**src/rtl/frame_burst_sched_pkg.sv**
```systemverilog
// Shared types and default geometry for the SDRAM frame burst scheduler.
package frame_sched_pkg;

    typedef enum logic [1:0] {
        ST_ARB  = 2'd0,
        ST_REQ  = 2'd1,
        ST_WAIT = 2'd2
    } sched_state_t;

    localparam logic CMD_RD = 1'b0;
    localparam logic CMD_WR = 1'b1;

    localparam int unsigned DEF_ADDR_W      = 24;
    localparam int unsigned DEF_CNT_W       = 10;
    localparam int unsigned DEF_BURST_LEN   = 256;
    localparam int unsigned DEF_FRAME_W     = 1024;
    localparam int unsigned DEF_FRAME_H     = 768;
    localparam int unsigned DEF_FRAME_WORDS = DEF_FRAME_W * DEF_FRAME_H;

endpackage

```
**src/rtl/frame_burst_sched_if.sv**
```systemverilog
// Burst command port between the scheduler (master) and the SDRAM controller (slave).
interface frame_burst_sched_if
    import frame_sched_pkg::*;
#(
    parameter int unsigned ADDR_W = DEF_ADDR_W
);
    logic              cmd_req;
    logic              cmd_wr;
    logic [ADDR_W-1:0] cmd_addr;
    logic              cmd_ack;
    logic              cmd_done;

    modport master (
        output cmd_req, cmd_wr, cmd_addr,
        input  cmd_ack, cmd_done
    );

    modport slave (
        input  cmd_req, cmd_wr, cmd_addr,
        output cmd_ack, cmd_done
    );
endinterface

```
**src/rtl/frame_burst_sched_chan_cnt.sv**
```systemverilog
// Per-channel frame offset counter with frame-complete flag.
module sched_chan_cnt
    import frame_sched_pkg::*;
#(
    parameter int unsigned OFF_W       = $clog2(DEF_FRAME_WORDS) + 1,
    parameter int unsigned BURST_LEN   = DEF_BURST_LEN,
    parameter int unsigned FRAME_WORDS = DEF_FRAME_WORDS
) (
    input  logic             clk,
    input  logic             rst_n,
    input  logic             clear,
    input  logic             advance,
    output logic [OFF_W-1:0] off,
    output logic             done
);
    logic [OFF_W-1:0] off_next;

    assign off_next = off + OFF_W'(BURST_LEN);

    // Done comes out of reset set so no traffic starts before the first swap.
    always_ff @(posedge clk) begin
        if (!rst_n) begin
            off  <= '0;
            done <= 1'b1;
        end else if (clear) begin
            off  <= '0;
            done <= 1'b0;
        end else if (advance) begin
            off <= off_next;
            if (off_next == OFF_W'(FRAME_WORDS)) begin
                done <= 1'b1;
            end
        end
    end
endmodule

```
**src/rtl/frame_burst_sched.sv**
```systemverilog
// Burst-granular SDRAM arbiter between camera write and VGA read FIFOs,
// addressing two ping-pong frame buffers that swap on frame_start.
module frame_burst_sched
    import frame_sched_pkg::*;
#(
    parameter int unsigned ADDR_W        = DEF_ADDR_W,
    parameter int unsigned CNT_W         = DEF_CNT_W,
    parameter int unsigned BURST_LEN     = DEF_BURST_LEN,
    parameter int unsigned FRAME_WORDS   = DEF_FRAME_WORDS,
    parameter int unsigned BUF0_BASE     = 0,
    parameter int unsigned BUF1_BASE     = 1048576,
    parameter int unsigned RD_FIFO_DEPTH = 512,
    parameter int unsigned WR_URGENT     = 384
) (
    input  logic                 clk,
    input  logic                 rst_n,
    input  logic                 frame_start,
    input  logic [CNT_W-1:0]     wr_fifo_cnt,
    input  logic [CNT_W-1:0]     rd_fifo_cnt,
    frame_burst_sched_if.master  cmd,
    output logic                 buf_sel,
    output logic                 wr_frame_done,
    output logic                 rd_frame_done,
    output logic                 frame_overrun,
    output logic                 busy
);
    localparam int unsigned OFF_W = $clog2(FRAME_WORDS) + 1;

    localparam logic [CNT_W:0] BURST_C   = (CNT_W+1)'(BURST_LEN);
    localparam logic [CNT_W:0] URGENT_C  = (CNT_W+1)'(WR_URGENT);
    localparam logic [CNT_W:0] RD_DEPTH  = (CNT_W+1)'(RD_FIFO_DEPTH);

    if ((FRAME_WORDS % BURST_LEN) != 0) begin : g_chk_frame
        $error("FRAME_WORDS must be a multiple of BURST_LEN");
    end
    if ((BURST_LEN & (BURST_LEN - 1)) != 0) begin : g_chk_burst
        $error("BURST_LEN must be a power of two");
    end

    sched_state_t      state_q, state_d;
    logic              cmd_wr_q;
    logic [ADDR_W-1:0] cmd_addr_q;
    logic              buf_sel_q;
    logic              pending_q;
    logic              overrun_q;

    logic              swap, grant, grant_wr, adv_wr, adv_rd;
    logic              wr_elig, rd_elig, wr_urgent;
    logic [CNT_W:0]    rd_space;
    logic [OFF_W-1:0]  wr_off, rd_off;
    logic              wr_done, rd_done;
    logic [ADDR_W-1:0] wr_addr, rd_addr, grant_addr;

    sched_chan_cnt #(
        .OFF_W       (OFF_W),
        .BURST_LEN   (BURST_LEN),
        .FRAME_WORDS (FRAME_WORDS)
    ) u_wr_cnt (
        .clk     (clk),
        .rst_n   (rst_n),
        .clear   (swap),
        .advance (adv_wr),
        .off     (wr_off),
        .done    (wr_done)
    );

    sched_chan_cnt #(
        .OFF_W       (OFF_W),
        .BURST_LEN   (BURST_LEN),
        .FRAME_WORDS (FRAME_WORDS)
    ) u_rd_cnt (
        .clk     (clk),
        .rst_n   (rst_n),
        .clear   (swap),
        .advance (adv_rd),
        .off     (rd_off),
        .done    (rd_done)
    );

    assign rd_space  = RD_DEPTH - {1'b0, rd_fifo_cnt};
    assign wr_elig   = !wr_done && ({1'b0, wr_fifo_cnt} >= BURST_C);
    assign wr_urgent = {1'b0, wr_fifo_cnt} >= URGENT_C;
    assign rd_elig   = !rd_done && (rd_space >= BURST_C);

    // Writer fills buf_sel; reader drains the other buffer.
    assign wr_addr = (buf_sel_q ? ADDR_W'(BUF1_BASE) : ADDR_W'(BUF0_BASE)) + ADDR_W'(wr_off);
    assign rd_addr = (buf_sel_q ? ADDR_W'(BUF0_BASE) : ADDR_W'(BUF1_BASE)) + ADDR_W'(rd_off);
    assign grant_addr = grant_wr ? wr_addr : rd_addr;

    always_ff @(posedge clk) begin
        if (!rst_n) begin
            state_q <= ST_ARB;
        end else begin
            state_q <= state_d;
        end
    end

    always_comb begin
        state_d  = state_q;
        swap     = 1'b0;
        grant    = 1'b0;
        grant_wr = CMD_RD;
        adv_wr   = 1'b0;
        adv_rd   = 1'b0;
        case (state_q)
            ST_ARB: begin
                if (pending_q) begin
                    swap = 1'b1;
                end else if (wr_elig && wr_urgent) begin
                    grant    = 1'b1;
                    grant_wr = CMD_WR;
                end else if (rd_elig) begin
                    grant    = 1'b1;
                    grant_wr = CMD_RD;
                end else if (wr_elig) begin
                    grant    = 1'b1;
                    grant_wr = CMD_WR;
                end
                if (grant) begin
                    state_d = ST_REQ;
                end
            end
            ST_REQ: begin
                if (cmd.cmd_ack) begin
                    state_d = ST_WAIT;
                end
            end
            ST_WAIT: begin
                if (cmd.cmd_done) begin
                    state_d = ST_ARB;
                    adv_wr  = (cmd_wr_q == CMD_WR);
                    adv_rd  = (cmd_wr_q == CMD_RD);
                end
            end
            default: state_d = ST_ARB;
        endcase
    end

    // A frame_start coinciding with the swap re-arms pending for another swap.
    always_ff @(posedge clk) begin
        if (!rst_n) begin
            cmd_wr_q   <= CMD_RD;
            cmd_addr_q <= '0;
            buf_sel_q  <= 1'b0;
            pending_q  <= 1'b0;
            overrun_q  <= 1'b0;
        end else begin
            pending_q <= frame_start | (pending_q & ~swap);
            overrun_q <= swap & ~(wr_done & rd_done);
            if (swap) begin
                buf_sel_q <= ~buf_sel_q;
            end
            if (grant) begin
                cmd_wr_q   <= grant_wr;
                cmd_addr_q <= grant_addr;
            end
        end
    end

    assign cmd.cmd_req   = (state_q == ST_REQ);
    assign cmd.cmd_wr    = cmd_wr_q;
    assign cmd.cmd_addr  = cmd_addr_q;
    assign buf_sel       = buf_sel_q;
    assign wr_frame_done = wr_done;
    assign rd_frame_done = rd_done;
    assign frame_overrun = overrun_q;
    assign busy          = (state_q != ST_ARB);
endmodule

```
**src/flat_wrapper.sv**
```systemverilog
// flat-port wrapper written by rule: the top's interface ports become plain ports
module frame_burst_sched_flat import frame_sched_pkg::*;
#(
    parameter int unsigned ADDR_W        = DEF_ADDR_W,
    parameter int unsigned CNT_W         = DEF_CNT_W,
    parameter int unsigned BURST_LEN     = DEF_BURST_LEN,
    parameter int unsigned FRAME_WORDS   = DEF_FRAME_WORDS,
    parameter int unsigned BUF0_BASE     = 0,
    parameter int unsigned BUF1_BASE     = 1048576,
    parameter int unsigned RD_FIFO_DEPTH = 512,
    parameter int unsigned WR_URGENT     = 384
)
  (clk, rst_n, frame_start, wr_fifo_cnt, rd_fifo_cnt, buf_sel, wr_frame_done, rd_frame_done, frame_overrun, busy, cmd_cmd_req, cmd_cmd_wr, cmd_cmd_addr, cmd_cmd_ack, cmd_cmd_done);
  frame_burst_sched_if #(.ADDR_W(ADDR_W)) cmd_i ();
  input  logic clk;
  input  logic rst_n;
  input  logic frame_start;
  input  logic [CNT_W-1:0] wr_fifo_cnt;
  input  logic [CNT_W-1:0] rd_fifo_cnt;
  output logic buf_sel;
  output logic wr_frame_done;
  output logic rd_frame_done;
  output logic frame_overrun;
  output logic busy;
  output wire logic [$bits(cmd_i.cmd_req)-1:0] cmd_cmd_req;
  output wire logic [$bits(cmd_i.cmd_wr)-1:0] cmd_cmd_wr;
  output wire logic [$bits(cmd_i.cmd_addr)-1:0] cmd_cmd_addr;
  input wire logic [$bits(cmd_i.cmd_ack)-1:0] cmd_cmd_ack;
  input wire logic [$bits(cmd_i.cmd_done)-1:0] cmd_cmd_done;
  assign cmd_cmd_req = cmd_i.cmd_req;
  assign cmd_cmd_wr = cmd_i.cmd_wr;
  assign cmd_cmd_addr = cmd_i.cmd_addr;
  assign cmd_i.cmd_ack = cmd_cmd_ack;
  assign cmd_i.cmd_done = cmd_cmd_done;
  frame_burst_sched #(.ADDR_W(ADDR_W), .CNT_W(CNT_W), .BURST_LEN(BURST_LEN), .FRAME_WORDS(FRAME_WORDS), .BUF0_BASE(BUF0_BASE), .BUF1_BASE(BUF1_BASE), .RD_FIFO_DEPTH(RD_FIFO_DEPTH), .WR_URGENT(WR_URGENT)) u_core (.clk(clk), .rst_n(rst_n), .frame_start(frame_start), .wr_fifo_cnt(wr_fifo_cnt), .rd_fifo_cnt(rd_fifo_cnt), .cmd(cmd_i), .buf_sel(buf_sel), .wr_frame_done(wr_frame_done), .rd_frame_done(rd_frame_done), .frame_overrun(frame_overrun), .busy(busy));
endmodule
```
**config.mk**
```make
export PLATFORM = sky130hd
export DESIGN_NAME = frame_burst_sched_flat
export DESIGN_NICKNAME = d
export VERILOG_FILES = /design/src/rtl/frame_burst_sched_pkg.sv /design/src/rtl/frame_burst_sched_if.sv /design/src/rtl/frame_burst_sched_chan_cnt.sv /design/src/rtl/frame_burst_sched.sv /design/src/flat_wrapper.sv
export SDC_FILE = /design/constraint.sdc
export NUM_CORES = 1
export LEC_CHECK = 0
export CAP_MARGIN = 10
export CELL_PAD_IN_SITES_DETAIL_PLACEMENT = 1
export CELL_PAD_IN_SITES_GLOBAL_PLACEMENT = 1
export CORE_MARGIN = 2
export CORE_UTILIZATION = 35
export DETAILED_ROUTE_END_ITERATION = 12
export HOLD_SLACK_MARGIN = 0.08
export PLACE_DENSITY = 0.8
export SYNTH_ARGS = -nofsm -noshare
export SYNTH_HDL_FRONTEND = slang
export SYNTH_SLANG_ARGS = --single-unit
export TNS_END_PERCENT = 10
```
**constraint.sdc**
```tcl
create_clock -name clk -period 2.1 [get_ports clk]
set_clock_uncertainty 0.05 [all_clocks]
set_input_delay 0.315 -clock clk [delete_from_list [all_inputs] [get_ports clk]]
set_output_delay 0.315 -clock clk [all_outputs]
set_load 0.02 [all_outputs]
```
==> results.json <==
{
  "dieArea_sq_um": 8120,
  "yosys_warnings": 0,
  "via_count": 2219,
  "synthCells": 289,
  "cts_setup_buffers": 0,
  "wire_per_inst_um": 14.9,
  "cts_sinks": 48,
  "cts-buffers-inserted": 5,
  "cts.clk_slew.worst_paths_ps": 90,
  "peakVddDrop_mv": 0.315,
  "die_w_um": 90.1,
  "final_core_util_pct": 44.5,
  "drc": 0,
  "place.gp.congestion": 0.878,
  "syn_area_sq_um": 2590,
  "final_layout_size_suffix_gt1_share_pct": 11.1,
  "io_buffer_count": 38,
  "syn_area_per_cell_sq_um": 8.97,
  "clockBufferDepth": 2,
  "io_pins": 56,
  "syn2layout_area_growth_pct": 23.7,
  "tritoncts": "done",
  "totalWireLength_mm": 6.41,
  "ant_nets": 0,
  "critPathLaunchType": "flip-flop",
  "antennaDiodeCount": 0,
  "cts_root_buf": "clkbuf_8",
  "cp.arrival_ps": 1640,
  "p_per_area_nw_per_um2": 640,
  "num_rows": 31,
  "p_leak_nw": 1.25,
  "hold_buffers": 0,
  "outcome": "finished clean",
  "htreeDepth": 2,
  "globalRouteTotalUtil_pct": 16.3,
  "fin_area_sq_um": 3210,
  "start_util_pct": 36.0,
  "worst_hold_path_type": "reg2reg",
  "fin_hold_ws_ps": 460,
  "setup_viol": 0,
  "drt_iter0_markers": 59,
  "max_cap_viol_count": 0,
  "fmax_mhz": 499,
  "core_area_sq_um": 7210,
  "die_y_um": 90.1,
  "maxSlewViolCount": 0,
  "nets": 360,
  "ys_seq_area_share_pct": 37.0,
  "min_period_ps": 2000,
  "yosys.cell_types.count": 49,
  "vias_per_cell": 5.15,
  "rsz0062_at_grt": "yes",
  "crit_required_ps": 1740,
  "layout_worst_path_cycle_share_pct": 95.4,
  "grt_max_degree": 23,
  "end_kind": "primary output",
  "grt_pass1_vias": 2280,
  "finalHoldViolations": 0,
  "power_w": 0.00205,
  "clock_latency_ps": 300,
  "drt_first_pass_iters": 4,
  "antenna_found_initial": 0,
  "crit_fanout": 9,
  "grt-ovfl-total": 0,
  "grt_pass1_wl_mm": 11.1,
  "fill_cells": 853,
  "placed_area_sq_um": 3090,
  "worst-setup-path-type": "reg2out",
  "hpwlAfterDp_mm": 4.91,
  "synth_seq_cells": 48
}
[logic make-up after synthesis]
group                    synth area share [%]
adder cells (fa/ha/maj)                  1.93
other                                   0.145
multiplexers                            0.772
buffers and inverters                    7.33
AND/OR/NAND/NOR                          24.6
XOR/XNOR                                 10.5
flip-flops                               37.0
AO/OA/AOI/OAI                            17.7
[cell usage in the layout (no fill, tap or decap), types with 3 or more instances in the layout]
| cell type | Yosys | layout |
|---|---|---|
| nand3_1 | 16 | 16 |
| nor4_1 | 6 | 6 |
| clkbuf_8 | 0 | 5 |
| dfxtp_1 | 48 | 46 |
| ha_1 | 4 | 4 |
| conb_1 | 1 | 10 |
| nand2_1 | 18 | 18 |
| o22a_1 | 14 | 14 |
| and2_1 | 4 | 4 |
| nor3_1 | 8 | 8 |
| xnor2_1 | 13 | 13 |
| buf_4 | 10 | 15 |
| inv_1 | 5 | 5 |
| nand4_1 | 8 | 8 |
| clkdlybuf4s50_1 | 0 | 38 |
| o211a_1 | 14 | 14 |
| and3_1 | 3 | 3 |
| nor2_1 | 33 | 33 |
| a21oi_1 | 8 | 8 |
| or2_2 | 3 | 3 |
| o22ai_1 | 3 | 3 |
| xor2_1 | 18 | 18 |
[final timing paths]
kind                                from                     end  slack (ps)  cells past startpoint
setup / recovery       u_core.state_q[0]             cmd_cmd_req         100                      2
hold / removal    u_core.u_rd_cnt.off[9]  u_core.u_rd_cnt.off[9]         460                      2
setup reg to reg  u_core.u_rd_cnt.off[8]    u_core.u_rd_cnt.done         140                      6
hold reg to reg   u_core.u_rd_cnt.off[9]  u_core.u_rd_cnt.off[9]         460                      2
[worst max-delay path: stages, from the launching register on]
cell             delay [ps]
dfxtp_1                 480
nor2b_1                 230
clkdlybuf4s50_1         640
[what timing repair did]
item,CTS,global route
setup endpoints to repair,0,2
gates resized for setup,0,3
hold endpoints to repair,0,0
[metal layers]
metal	vias up	track usage (%)	share of wire [%]	wire length [um]
li1	1100	-	-	-
met1	1095	20.7	46	2960
met2	18	29.0	51	3270
met3	6	2.85	1.9	123
met4	0	3.46	0.92	59
met5	-	0	0	0
[synth_stat cells (all sizes together)]
library cell / n / area [sq um]
o22a: 14 / 123
dfxtp: 48 / 961
a22o: 1 / 8.76
nor4: 8 / 80.1
o211ai: 1 / 7.51
nand3: 16 / 80.1
or2: 3 / 18.8
mux2i: 2 / 20.0
nor4bb: 1 / 10.0
and4bb: 1 / 12.5
nor2b: 2 / 12.5
a31oi: 2 / 12.5
inv: 5 / 18.8
nand4bb: 1 / 11.3
and3: 3 / 18.8
a21oi: 9 / 48.8
nor2: 33 / 124
or4: 1 / 7.51
o41ai: 2 / 43.8
a211oi: 3 / 22.5
nand4: 8 / 50.1
nand2: 18 / 67.6
and4: 1 / 8.76
o211a: 14 / 140
nand2b: 1 / 6.26
nand4b: 1 / 8.76
ha: 4 / 50.1
and2: 4 / 25.0
and4b: 2 / 20.0
xor2: 18 / 158
o21ai: 2 / 10.0
o22ai: 3 / 18.8
buf: 17 / 129
o31ai: 1 / 7.51
conb: 1 / 3.75
nor3: 8 / 40.0
o31a: 1 / 8.76
or3: 3 / 28.8
clkbuf: 11 / 42.5
xnor2: 13 / 114
nor3b: 1 / 7.51
a21boi: 1 / 7.51
[layout make-up]
cell class / instances / area (sq um) / area share, %
Clock buffer: 6 / 72.6 / 2.26
Clock inverter: 2 / 35.0 / 1.09
Inverter: 5 / 18.8 / 0.585
Multi-Input combinational cell: 217 / 1480 / 46.2
Sequential cell: 48 / 963 / 30.0
Tap cell: 99 / 124 / 3.86
Timing Repair Buffer: 54 / 513 / 16.0
[per-stage QoR]
stage	setup TNS (ps)	setup slack (ps)	cells
after CTS	0	76.2	431
final	0	97.6	431
after detailed placement	-1940	-134	423
after global routing	-0.0397	-0.0397	431
after floorplan	0	278	298
after global placement	-1510	-102	423
[power breakdown]
group / total (W) / leakage, nW / switching (W) / internal, W
sequential: 0.000991 / 0.391 / 0.0000379 / 0.000953
combinational: 0.000401 / 0.805 / 0.000191 / 0.000211
clock: 0.000663 / 0.0552 / 0.000309 / 0.000354
total: 0.00205 / 1.25 / 0.000537 / 0.00152
[flip-flops by register name, indices dropped and copies added, names as in the netlist]
register and cells:
u_core.cmd.cmd_addr 14, u_core.u_rd_cnt.off 13, u_core.u_wr_cnt.off 13, u_core.state_q 2, u_core.buf_sel 1, u_core.cmd.cmd_wr 1, u_core.frame_overrun 1, u_core.pending_q 1
u_core.u_rd_cnt.done 1, u_core.u_wr_cnt.done 1
Power figures use the tool's default switching activity.
